[src/rtl/uart_lite_pkg.sv]
`default_nettype none
// ============================================================================
// Module   : uart_lite_pkg
// Brief    : Shared constants and types for the AXI4-Lite UART-lite slave.
// Revision : 1.0 - initial release
// ============================================================================
package uart_lite_pkg;

  localparam logic [1:0] UART_REG_RX   = 2'd0;
  localparam logic [1:0] UART_REG_TX   = 2'd1;
  localparam logic [1:0] UART_REG_STAT = 2'd2;
  localparam logic [1:0] UART_REG_CTRL = 2'd3;

  localparam int STAT_RX_VALID  = 0;
  localparam int STAT_RX_FULL   = 1;
  localparam int STAT_TX_EMPTY  = 2;
  localparam int STAT_TX_FULL   = 3;
  localparam int STAT_OVERRUN   = 5;
  localparam int STAT_FRAME_ERR = 7;

  localparam logic [1:0] AXI_RESP_OKAY = 2'b00;

  typedef enum logic [1:0] {
    UART_IDLE  = 2'd0,
    UART_START = 2'd1,
    UART_DATA  = 2'd2,
    UART_STOP  = 2'd3
  } uart_state_e;

endpackage
`default_nettype wire

[src/rtl/uart_lite_fifo.sv]
`default_nettype none
// ============================================================================
// Module   : uart_lite_fifo
// Brief    : Synchronous first-word-fall-through FIFO with clear.
// Revision : 1.0 - initial release
// ============================================================================
module uart_lite_fifo #(
  parameter int WIDTH = 8,
  parameter int DEPTH = 16
) (
  input  logic             clk,
  input  logic             rst_n,
  input  logic             push,
  input  logic [WIDTH-1:0] din,
  input  logic             pop,
  input  logic             clr,
  output logic             full,
  output logic             empty,
  output logic [WIDTH-1:0] dout
);

  localparam int AW = $clog2(DEPTH);

  logic [WIDTH-1:0] mem_q [DEPTH];
  logic [AW-1:0]    wptr_q;
  logic [AW-1:0]    rptr_q;
  logic [AW:0]      count_q;
  logic             do_push;
  logic             do_pop;

  assign full    = (count_q == (AW+1)'(DEPTH));
  assign empty   = (count_q == '0);
  assign do_pop  = pop && !empty;
  // A push into a full FIFO is honoured only when a pop frees a slot.
  assign do_push = push && (!full || do_pop);
  assign dout    = mem_q[rptr_q];

  always_ff @(posedge clk) begin
    if (!rst_n || clr) begin
      wptr_q  <= '0;
      rptr_q  <= '0;
      count_q <= '0;
    end else begin
      if (do_push) wptr_q <= wptr_q + AW'(1);
      if (do_pop)  rptr_q <= rptr_q + AW'(1);
      case ({do_push, do_pop})
        2'b10:   count_q <= count_q + (AW+1)'(1);
        2'b01:   count_q <= count_q - (AW+1)'(1);
        default: count_q <= count_q;
      endcase
    end
  end

  always_ff @(posedge clk) begin
    if (do_push && !clr) mem_q[wptr_q] <= din;
  end

endmodule
`default_nettype wire

[src/rtl/uart_lite_slave.sv]
`default_nettype none
// ============================================================================
// Module   : uart_lite_slave
// Brief    : AXI4-Lite UART-lite responder, 8N1, TX/RX FIFOs.
//            Define UART_LITE_SLAVE_LOOPBACK_EN to feed the receiver from tx.
// Revision : 1.0 - initial release
// ============================================================================
module uart_lite_slave
  import uart_lite_pkg::*;
#(
  parameter int CLKS_PER_BIT = 868,
  parameter int FIFO_DEPTH   = 16
) (
  input  logic        clk,
  input  logic        rst_n,
  input  logic [3:0]  s_axi_awaddr,
  input  logic        s_axi_awvalid,
  output logic        s_axi_awready,
  input  logic [31:0] s_axi_wdata,
  input  logic [3:0]  s_axi_wstrb,
  input  logic        s_axi_wvalid,
  output logic        s_axi_wready,
  output logic [1:0]  s_axi_bresp,
  output logic        s_axi_bvalid,
  input  logic        s_axi_bready,
  input  logic [3:0]  s_axi_araddr,
  input  logic        s_axi_arvalid,
  output logic        s_axi_arready,
  output logic [31:0] s_axi_rdata,
  output logic [1:0]  s_axi_rresp,
  output logic        s_axi_rvalid,
  input  logic        s_axi_rready,
  input  logic        rx,
  output logic        tx
);

  localparam int            CW        = $clog2(CLKS_PER_BIT + 1);
  localparam logic [CW-1:0] BIT_LAST  = CW'(CLKS_PER_BIT - 1);
  localparam logic [CW-1:0] HALF_LAST = CW'((CLKS_PER_BIT / 2 > 0) ? CLKS_PER_BIT / 2 - 1 : 0);

  logic        awready_q, arready_q, bvalid_q, rvalid_q;
  logic [31:0] rdata_q, rd_mux;
  logic        wr_acc, rd_acc, stat_rd;
  logic [1:0]  wr_reg, rd_reg;
  logic [7:0]  stat;
  logic        overrun_q, frame_err_q, ovr_set, fe_set;

  logic       tx_push, tx_pop, tx_clr, tx_full, tx_empty;
  logic [7:0] tx_dout;
  logic       rx_push, rx_pop, rx_clr, rx_full, rx_empty;
  logic [7:0] rx_dout;

  uart_state_e   tx_state_q, tx_state_d;
  logic [CW-1:0] tx_cnt_q, tx_cnt_d;
  logic [2:0]    tx_idx_q, tx_idx_d;
  logic [7:0]    tx_shift_q, tx_shift_d;
  logic          tx_q, tx_d, tx_bit_end;

  uart_state_e   rx_state_q, rx_state_d;
  logic [CW-1:0] rx_cnt_q, rx_cnt_d;
  logic [2:0]    rx_idx_q, rx_idx_d;
  logic [7:0]    rx_shift_q, rx_shift_d;
  logic          rx_s1_q, rx_s2_q, rx_prev_q, rx_line, rx_bit_end;

  logic unused_axi_bits;
  assign unused_axi_bits = ^{s_axi_awaddr[1:0], s_axi_araddr[1:0], s_axi_wdata[31:8], s_axi_wstrb};

`ifdef UART_LITE_SLAVE_LOOPBACK_EN
  logic unused_rx_pin;
  assign unused_rx_pin = rx;
  assign rx_line       = tx_q;
`else
  assign rx_line = rx;
`endif

  // ---------------------------------------------------------------- AXI side
  assign wr_reg  = s_axi_awaddr[3:2];
  assign rd_reg  = s_axi_araddr[3:2];
  assign wr_acc  = awready_q && s_axi_awvalid && s_axi_wvalid;
  assign rd_acc  = arready_q && s_axi_arvalid;
  assign stat_rd = rd_acc && (rd_reg == UART_REG_STAT);

  assign tx_push = wr_acc && (wr_reg == UART_REG_TX);
  assign tx_clr  = wr_acc && (wr_reg == UART_REG_CTRL) && s_axi_wdata[0];
  assign rx_clr  = wr_acc && (wr_reg == UART_REG_CTRL) && s_axi_wdata[1];
  assign rx_pop  = rd_acc && (rd_reg == UART_REG_RX);

  always_comb begin
    stat                 = '0;
    stat[STAT_RX_VALID]  = !rx_empty;
    stat[STAT_RX_FULL]   = rx_full;
    stat[STAT_TX_EMPTY]  = tx_empty;
    stat[STAT_TX_FULL]   = tx_full;
    stat[STAT_OVERRUN]   = overrun_q;
    stat[STAT_FRAME_ERR] = frame_err_q;
    case (rd_reg)
      UART_REG_RX:   rd_mux = rx_empty ? 32'h0 : {24'h0, rx_dout};
      UART_REG_STAT: rd_mux = {24'h0, stat};
      default:       rd_mux = 32'h0;
    endcase
  end

  always_ff @(posedge clk) begin
    if (!rst_n) begin
      awready_q <= 1'b0;
      arready_q <= 1'b0;
      bvalid_q  <= 1'b0;
      rvalid_q  <= 1'b0;
      rdata_q   <= '0;
    end else begin
      awready_q <= s_axi_awvalid && s_axi_wvalid && !bvalid_q && !awready_q;
      arready_q <= s_axi_arvalid && !rvalid_q && !arready_q;
      if (wr_acc)            bvalid_q <= 1'b1;
      else if (s_axi_bready) bvalid_q <= 1'b0;
      if (rd_acc) begin
        rvalid_q <= 1'b1;
        rdata_q  <= rd_mux;
      end else if (s_axi_rready) begin
        rvalid_q <= 1'b0;
      end
    end
  end

  assign s_axi_awready = awready_q;
  assign s_axi_wready  = awready_q;
  assign s_axi_bvalid  = bvalid_q;
  assign s_axi_bresp   = AXI_RESP_OKAY;
  assign s_axi_arready = arready_q;
  assign s_axi_rvalid  = rvalid_q;
  assign s_axi_rdata   = rdata_q;
  assign s_axi_rresp   = AXI_RESP_OKAY;

  // A concurrent pop frees the slot, so only an unpopped full FIFO overruns.
  assign ovr_set = rx_push && rx_full && !rx_pop && !rx_clr;

  always_ff @(posedge clk) begin
    if (!rst_n) begin
      overrun_q   <= 1'b0;
      frame_err_q <= 1'b0;
    end else begin
      overrun_q   <= ovr_set | (overrun_q & ~stat_rd);
      frame_err_q <= fe_set | (frame_err_q & ~stat_rd);
    end
  end

  uart_lite_fifo #(.WIDTH(8), .DEPTH(FIFO_DEPTH)) u_tx_fifo (
    .clk(clk), .rst_n(rst_n), .push(tx_push), .din(s_axi_wdata[7:0]), .pop(tx_pop),
    .clr(tx_clr), .full(tx_full), .empty(tx_empty), .dout(tx_dout)
  );

  uart_lite_fifo #(.WIDTH(8), .DEPTH(FIFO_DEPTH)) u_rx_fifo (
    .clk(clk), .rst_n(rst_n), .push(rx_push), .din(rx_shift_q), .pop(rx_pop),
    .clr(rx_clr), .full(rx_full), .empty(rx_empty), .dout(rx_dout)
  );

  // ---------------------------------------------------------------- TX FSM
  assign tx_bit_end = (tx_cnt_q == BIT_LAST);

  always_comb begin
    tx_state_d = tx_state_q;
    tx_cnt_d   = tx_cnt_q + CW'(1);
    tx_idx_d   = tx_idx_q;
    tx_shift_d = tx_shift_q;
    tx_pop     = 1'b0;
    case (tx_state_q)
      UART_IDLE: begin
        tx_cnt_d = '0;
        if (!tx_empty && !tx_clr) begin
          tx_pop     = 1'b1;
          tx_shift_d = tx_dout;
          tx_state_d = UART_START;
        end
      end
      UART_START: if (tx_bit_end) begin
        tx_cnt_d   = '0;
        tx_idx_d   = '0;
        tx_state_d = UART_DATA;
      end
      UART_DATA: if (tx_bit_end) begin
        tx_cnt_d   = '0;
        tx_shift_d = {1'b0, tx_shift_q[7:1]};
        tx_idx_d   = tx_idx_q + 3'd1;
        if (tx_idx_q == 3'd7) tx_state_d = UART_STOP;
      end
      UART_STOP: if (tx_bit_end) begin
        tx_cnt_d = '0;
        // Chain straight into the next start bit so frames are back-to-back.
        if (!tx_empty && !tx_clr) begin
          tx_pop     = 1'b1;
          tx_shift_d = tx_dout;
          tx_state_d = UART_START;
        end else begin
          tx_state_d = UART_IDLE;
        end
      end
      default: tx_state_d = UART_IDLE;
    endcase
    case (tx_state_d)
      UART_START: tx_d = 1'b0;
      UART_DATA:  tx_d = tx_shift_d[0];
      default:    tx_d = 1'b1;
    endcase
  end

  assign tx = tx_q;

  // ---------------------------------------------------------------- RX FSM
  assign rx_bit_end = (rx_cnt_q == BIT_LAST);

  always_comb begin
    rx_state_d = rx_state_q;
    rx_cnt_d   = rx_cnt_q + CW'(1);
    rx_idx_d   = rx_idx_q;
    rx_shift_d = rx_shift_q;
    rx_push    = 1'b0;
    fe_set     = 1'b0;
    case (rx_state_q)
      UART_IDLE: begin
        rx_cnt_d = '0;
        if (rx_prev_q && !rx_s2_q) rx_state_d = UART_START;
      end
      UART_START: if (rx_cnt_q == HALF_LAST) begin
        rx_cnt_d   = '0;
        rx_idx_d   = '0;
        rx_state_d = rx_s2_q ? UART_IDLE : UART_DATA;
      end
      UART_DATA: if (rx_bit_end) begin
        rx_cnt_d   = '0;
        rx_shift_d = {rx_s2_q, rx_shift_q[7:1]};
        rx_idx_d   = rx_idx_q + 3'd1;
        if (rx_idx_q == 3'd7) rx_state_d = UART_STOP;
      end
      UART_STOP: if (rx_bit_end) begin
        rx_cnt_d   = '0;
        rx_push    = rx_s2_q;
        fe_set     = !rx_s2_q;
        rx_state_d = UART_IDLE;
      end
      default: rx_state_d = UART_IDLE;
    endcase
  end

  always_ff @(posedge clk) begin
    if (!rst_n) begin
      tx_state_q <= UART_IDLE;
      tx_cnt_q   <= '0;
      tx_idx_q   <= '0;
      tx_shift_q <= '0;
      tx_q       <= 1'b1;
      rx_state_q <= UART_IDLE;
      rx_cnt_q   <= '0;
      rx_idx_q   <= '0;
      rx_shift_q <= '0;
      rx_s1_q    <= 1'b1;
      rx_s2_q    <= 1'b1;
      rx_prev_q  <= 1'b1;
    end else begin
      tx_state_q <= tx_state_d;
      tx_cnt_q   <= tx_cnt_d;
      tx_idx_q   <= tx_idx_d;
      tx_shift_q <= tx_shift_d;
      tx_q       <= tx_d;
      rx_state_q <= rx_state_d;
      rx_cnt_q   <= rx_cnt_d;
      rx_idx_q   <= rx_idx_d;
      rx_shift_q <= rx_shift_d;
      rx_s1_q    <= rx_line;
      rx_s2_q    <= rx_s1_q;
      rx_prev_q  <= rx_s2_q;
    end
  end

endmodule
`default_nettype wire

[config.mk]
export PLATFORM = sky130hd
export DESIGN_NAME = uart_lite_slave
export DESIGN_NICKNAME = d
export VERILOG_FILES = /design/src/rtl/uart_lite_pkg.sv /design/src/rtl/uart_lite_fifo.sv /design/src/rtl/uart_lite_slave.sv
export SDC_FILE = /design/constraint.sdc
export NUM_CORES = 1
export LEC_CHECK = 0
export BUFFER_PORTS_ARGS = -buffer_cell sky130_fd_sc_hd__buf_2
export CORE_MARGIN = 2
export CORE_UTILIZATION = 40
export DETAILED_ROUTE_END_ITERATION = 10
export PLACE_DENSITY = 0.63
export SLEW_MARGIN = 20
export SYNTH_ARGS = -nofsm -noshare
export SYNTH_HDL_FRONTEND = slang
export SYNTH_SLANG_ARGS = --single-unit
[constraint.sdc]
create_clock -name clk -period 3.6 [get_ports clk]
set_clock_uncertainty 0.2 [all_clocks]
set_input_delay 0.18 -clock clk [delete_from_list [all_inputs] [get_ports clk]]
set_output_delay 0.18 -clock clk [all_outputs]
set_load 0.03 [all_outputs]
=== Word-level counts from Yosys, hierarchy flattened ===
Memory sizes are Yosys's and may differ from the RTL's. A register that Yosys moved wholly into a read port is not among the register bits.
Cells that the tools add are included.

* Register bits: 114
* Memories: 2
* Bits in writable memories: 256
* ROM bits: 0
* Latch bits: 0
* Output and inout bits: 42

{| class="wikitable"
|+ Memories
! name !! words !! width !! read ports !! clocked after Yosys merged registers in !! wr ports !! RTL line !! text
|-
| u_rx_fifo.mem_q || 16 || 8 || 1 || 1 || 1 || uart_lite_fifo.sv:24 || <nowiki>logic [WIDTH-1:0] mem_q [DEPTH];</nowiki>
|-
| u_tx_fifo.mem_q || 16 || 8 || 1 || 1 || 1 || uart_lite_fifo.sv:24 ||
|}

* $add $sub $neg: 12
* Order comparisons: 0
* Mux-type cells: 53
* Reduce and logical (&&, ||, !) cells: 61
* Shifts and indexed selects: 0
* Bitwise gates (word level): 5
* Multipliers: 0
* Divide/modulo/power cells: 0
* Equality and inequality tests: 30

{| class="wikitable"
|+ Operators with widths
! kind !! count
|-
| 8-bit two-way mux || 4
|-
| 10-bit two-way mux || 3
|-
| 10-bit case mux with 3 select lines || 1
|-
| 1-bit logical AND || 25
|-
| 8-bit case mux with 3 select lines || 1
|-
| 2-bit two-way mux || 11
|-
| 10-bit by 1-bit adder with 10-bit output, second input constant || 2
|-
| 10-bit == test, second input constant || 2
|-
| 10-bit case mux with 2 select lines || 1
|-
| 5-bit case mux with 2 select lines || 2
|-
| 2-bit == test, second input constant || 9
|-
| 4-bit by 1-bit adder with 4-bit output, second input constant || 4
|-
| 4-bit two-way mux || 4
|-
| 2-bit inequality test, second input constant || 8
|-
| 2-bit case mux with 4 select lines || 2
|-
| 8-bit case mux with 2 select lines || 1
|-
| 1-bit two-way mux || 15
|-
| 1-bit logical NOT || 13
|-
| 2-bit by 1-bit == test with 1-bit output, second input constant || 6
|-
| 3-bit two-way mux || 4
|-
| 3-bit case mux with 2 select lines || 2
|-
| 2-bit nonzero test || 6
|-
| 5-bit by 1-bit adder with 5-bit output, second input constant || 2
|-
| 10-bit by 9-bit == test with 1-bit output, second input constant || 1
|-
| 17 further kinds || 32
|}

=== Longest topological paths before layout ===
* Depth after elaboration: 15
* Gate-level depth with buffers: 14
* Depth with buffers taken out: 13

=== By module ===
A second synthesis with hierarchy kept.

* Cells, all modules: 1,010
* Area, all modules: 14,950.6 µm²

{| class="wikitable"
|+ Modules (own cells, without submodules)
! module !! area an instance (µm²) !! instances !! sequential area each (µm²) !! cells each
|-
| uart_lite_fifo || 5,865.6 || 2 || 4,184.0 || 325
|-
| uart_lite_slave || 3,219.3 || 1 || 1,281.2 || 360
|}

=== Worst setup path after synthesis ===
Ideal clock, no wire load.

* Path kind: reg-to-reg
* Start: register arready_q (netlist: s_axi_arready)
* End: register u_rx_fifo.count_q[4]
* Data required time: 3,330 ps
* Arrival time: 3,175 ps
* Setup time: 70 ps
* Cell stages (with the launch flop): 12
* Path slack: 155 ps
* Buffers on the path: 1
* Path through: dfxtp_1 -> nand2_1 -> a2111oi_0 -> clkbuf_1 -> ha_1 -> inv_1 -> fa_1 -> nor2b_1 -> o21ai_0 -> and3_1 -> or4_1 -> a21oi_1

* Cells in the longest elaborated chain, start to end: 7
* Elaborated cells between the ends (all ways): 9
* Those cells by class: 2 x eq/ne; 1 x mux; 6 x reduce/logical

{| class="wikitable"
|+ RTL lines
! item !! RTL line !! text
|-
| from (decl) || uart_lite_slave.sv:41 || <nowiki>logic awready_q, arready_q, bvalid_q, rvalid_q;</nowiki>
|-
| from (signal assigned) || uart_lite_slave.sv:112 || <nowiki>arready_q <= s_axi_arvalid && !rvalid_q && !arready_q;</nowiki>
|-
| 1-bit logical AND * || uart_lite_slave.sv:80 || <nowiki>assign rd_acc = arready_q && s_axi_arvalid;</nowiki>
|-
| 1-bit logical AND * || uart_lite_slave.sv:86 || <nowiki>assign rx_pop = rd_acc && (rd_reg == UART_REG_RX);</nowiki>
|-
| 1-bit logical AND * || uart_lite_fifo.sv:33 || <nowiki>assign do_pop = pop && !empty;</nowiki>
|-
| named net u_rx_fifo.do_pop || uart_lite_fifo.sv:29 || <nowiki>logic do_pop;</nowiki>
|-
| 1-bit logical OR || uart_lite_fifo.sv:35 || <nowiki>assign do_push = push && (!full || do_pop);</nowiki>
|-
| 1-bit logical AND || uart_lite_fifo.sv:35 ||
|-
| 2-bit by 1-bit == test with 1-bit output or 2-bit == test (tied branches) || uart_lite_fifo.sv:46 || <nowiki>case ({do_push, do_pop})</nowiki>
|-
| 5-bit case mux with 2 select lines or 2-bit nonzero test (tied branches) || - ||
|-
| to (signal assigned) || uart_lite_fifo.sv:47 || <nowiki>2'b10: count_q <= count_q + (AW+1)'(1);</nowiki>
|-
| to (signal assigned) || uart_lite_fifo.sv:48 || <nowiki>2'b01: count_q <= count_q - (AW+1)'(1);</nowiki>
|-
| to (signal assigned) || uart_lite_fifo.sv:49 || <nowiki>default: count_q <= count_q;</nowiki>
|-
| to (decl) || uart_lite_fifo.sv:27 || <nowiki>logic [AW:0] count_q;</nowiki>
|}

The timed path passes the listed nets; every way through them passes the cells marked *.
A chain may end at the register's enable or synchronous reset.

=== Final worst setup path ===
* Start: register rx_cnt_q[2]
* End: register u_rx_fifo.count_q[4]

* Cells in the longest elaborated chain, start to end: 6
* Elaborated cells between the ends (all ways): 8
* Those cells by class: 3 x eq/ne; 3 x mux; 2 x reduce/logical

{| class="wikitable"
|+ RTL lines
! item !! RTL line !! text
|-
| from (decl) || uart_lite_slave.sv:60 || <nowiki>logic [CW-1:0] rx_cnt_q, rx_cnt_d;</nowiki>
|-
| from (signal assigned) || uart_lite_slave.sv:264 || <nowiki>rx_cnt_q <= rx_cnt_d;</nowiki>
|-
| 10-bit == test * || uart_lite_slave.sv:208 || <nowiki>assign rx_bit_end = (rx_cnt_q == BIT_LAST);</nowiki>
|-
| 1-bit two-way mux * || uart_lite_slave.sv:233 || <nowiki>UART_STOP: if (rx_bit_end) begin</nowiki>
|-
| 1-bit two-way mux * || uart_lite_slave.sv:217 || <nowiki>case (rx_state_q)</nowiki>
|-
| 1-bit logical AND * || uart_lite_fifo.sv:35 ||
|-
| 2-bit by 1-bit == test with 1-bit output or 2-bit == test (tied branches) || uart_lite_fifo.sv:46 ||
|-
| 5-bit case mux with 2 select lines or 2-bit nonzero test (tied branches) || - ||
|}

Every way passes the cells marked *; elsewhere a longest branch is shown, timed or not.

==> results.cfg <==
[route]
via_per_inst = 5.33
drt-initial-drc-count = 508
routed_wl_um = 30100
routedWlPerCell_um = 19.2
route.vias.total = 8355
dr.pass1.iters = 5
drc = 0
ant_nets = 0

[global_route]
grt_max_degree = 34
gr-usage-all-layers_pct = 16.0
grt_first_pass_wirelength_um = 46500
grt_pass1_vias = 8088
antenna_found_initial = 0
grt-ovfl-total = 0

[power]
p_sw_share_pct = 24.5
power_frac_seq_pct = 48.4
power.leakage_nw = 5.79
power_frac_comb_pct = 11.9
p_per_area_mw_per_mm2 = 552
p_clk_share_pct = 39.7
p_sw_w = 0.00230
vdd_drop_max_mv = 0.329
internal_power_w = 0.00707

[floorplan]
num_rows = 70
io_pins = 94
initial_core_util_pct = 40.3
die-height_um = 196
die_x_um = 196
design.die.area_sq_mm = 0.0383
core-area_sq_mm = 0.0364

[yosys]
synth_area_leaders = edfxtp_1 (52%), dfxtp_1 (13%), mux4_2 (11%), nor2_1 (2.8%), ha_1 (2.5%)
netlist_instances = 966
synth_top_area_share_pct = 52.3
syn_area_sq_mm = 0.0147
avgSynthCellArea_sq_um = 15.2
synthFlopType = edfxtp_1
yosysMostFrequentCell = edfxtp_1
ys_top_cells_by_count = edfxtp_1 (256), nor2_1 (110), dfxtp_1 (98), mux4_2 (71), nand2_1 (30)
synth_edf_count = 256
synthDistinctLibCells = 75
ys_async_sr_fraction_pct = 0
synth-seq-cells = 354
ys_seq_area_share_pct = 65.7
yosysWarnings = 0
yosys.area.top_type = edfxtp_1

[cts]
cts_tree = done
clock-root-buffer = clkbuf_16
cts_num_sinks = 354
cts_buffers = 39
post-cts-setup-buffer-count = 0
clockBufferDepth = 3
h-tree-depth = 2
insertion_delay_ns = 0.55
clkTransAtPathRegs_ns = 0.06

[sta]
finalSetupTns_ns = 0
max_freq_mhz = 297
slew_viol_final = 0
hold_viol_final = 0
slew_headroom_pct = 41.2
tightest_slew_ns = 0.874
finalCriticalPeriod_ns = 3.37
fin_crit_sh_pct = 93.7
whs_ns = 0.226
setup_violations = 0
setup_ws_ns = 0.228
rsz0062_at_grt = false

[layout]
final_cell_area_sq_mm = 0.0170
drive_above_1_share_pct = 20.6
diodes = 0
area_growth_pct = 15.6
fin_nets = 1152
instances_no_fill = 1567

[worst_setup_path]
crit_cells = 11
criticalPathCategory = reg2reg
cp.arrival_ns = 3.64
cpPeakStageDelay_ns = 0.48
cpMaxStageDelayCell = or3b_1
cp_max_fo = 5
crit_family = simple AND/OR/NAND/NOR gates
r2r_slack_ns = 0.23
endpoint_kind = flop
reg2reg_depth = 11
r2r-start = rx_cnt_q[2]
worstPathCellList = or3b_1 -> nor4_4 -> and2_1 -> inv_1 -> ha_1 -> ha_1 -> nor2b_1 -> o21ai_0 -> a21oi_1 -> or4_1 -> a21oi_1
endpoint = u_rx_fifo.count_q[4]
worstReg2RegEnd = u_rx_fifo.count_q[4]
critPathLaunch = rx_cnt_q[2]
crit_path_start_kind = flop
crit_buf_inv = 1
required_ns = 3.87

[run]
max_cap_violations = 0

[placement]
placedCellCount = 1475
dp_slack_ns = 0.193
finalWeightedCongestion = 0.782
portBuffers = 33
dp_hpwl_um = 19500
dpl_cell_area_sq_mm = 0.0156

[hold_path]
min_path_type = reg2reg

[status]
status = finished clean
kinds of logic (layout without fill, tap and decap cells):
family                     count (synthesis)  count (layout)  share of synthesized area, %
and+or+nand+nor                          251             251                          8.37
muxes                                     96              96                          12.6
other                                      1              28                        0.0255
DFF                                      354             354                          65.7
adders and majority gates                 31              31                          2.74
buffers and inverters                     93             199                          3.32
AOI/OAI and AO/OA                        110             110                          5.48
xor gates and xnor gates                  30              30                          1.79
per-stage QoR:
stage	power [W]	util [%]
after floorplan	0.00546	-
after CTS	0.00948	46.6
after global routing	0.00977	46.6
after detailed placement	0.00572	42.7
after global placement	0.00570	42.7
final	0.00937	46.6
power by group through the flow:
| stage | Sequential, W | Combinational, W | Clock, W |
|---|---|---|---|
| global placement | 0.00461 | 0.00108 | 0 |
| global route | 0.00455 | 0.00123 | 0.00399 |
| detailed placement | 0.00462 | 0.00110 | 0 |
| CTS | 0.00453 | 0.00112 | 0.00383 |
| floorplan | 0.00457 | 0.000887 | 0 |
| finish | 0.00453 | 0.00112 | 0.00372 |
sequential cells by signal (all words and copies together) (netlist names), 5 cells and up, named ones only:
register and cells:
u_rx_fifo.mem_q 128, u_tx_fifo.mem_q 128, rx_cnt_q 10, tx_cnt_q 10
rx_shift_q 8, s_axi_rdata 8, tx_shift_q 8, u_rx_fifo.count_q 5
u_tx_fifo.count_q 5
layout by cell type (no fill, tap or decap), types with 14 or more instances in the layout:
master	synthesis	routed
edfxtp_1	256	256
nor2_1	110	110
dfxtp_1	98	96
mux4_2	71	71
buf_4	29	49
clkbuf_16	0	39
buf_2	11	33
nand2_1	30	30
ha_1	29	29
conb_1	1	28
nand3_1	24	24
a21oi_1	24	24
mux2i_1	23	23
inv_1	21	21
nor3_1	21	21
dlygate4sd3_1	0	21
a22oi_1	18	18
xnor2_1	16	16
xor2_1	14	14
area by class of cell:
cell class | count | area (sq um)
clock buffers | 57 | 1090
clock inverters | 14 | 109
fillers | 3178 | 19400
inverters | 23 | 86.3
multi-input cells | 546 | 4690
flip-flops and latches | 354 | 9650
well taps | 468 | 586
repair buffers | 105 | 783
worst min path at each step:
| stage | start | cells after the start | end |
|---|---|---|---|
| floorplan | s_axi_wdata[0] | 0 | u_tx_fifo.mem_q[0][0] |
| global placement | rx_s1_q | 1 | rx_s2_q |
| detailed placement | rx_s1_q | 1 | rx_s2_q |
| CTS | s_axi_awaddr[2] | 5 | u_tx_fifo.count_q[4] |
| global route | rx_s1_q | 1 | rx_s2_q |
| finish | rx_s1_q | 1 | rx_s2_q |
timing repair:
item	4_1_cts	5_1_grt
endpoints found under the hold margin	148	0
setup endpoints to repair	0	1
gates resized for setup	0	3
hold buffers	21	0
per-layer routing:
layer / vias to the layer above / wire (um) / track usage [%] / share of wire (%)
met4: 0 / 857 / 5.67 / 2.9
met2: 237 / 14200 / 25.9 / 47
li1: 3879 / - / - / -
met1: 4184 / 13300 / 21.4 / 44
met5: - / 0 / 0 / 0
met3: 55 / 1790 / 3.37 / 5.9
Note: power is estimated with default switching activity, not from simulation.
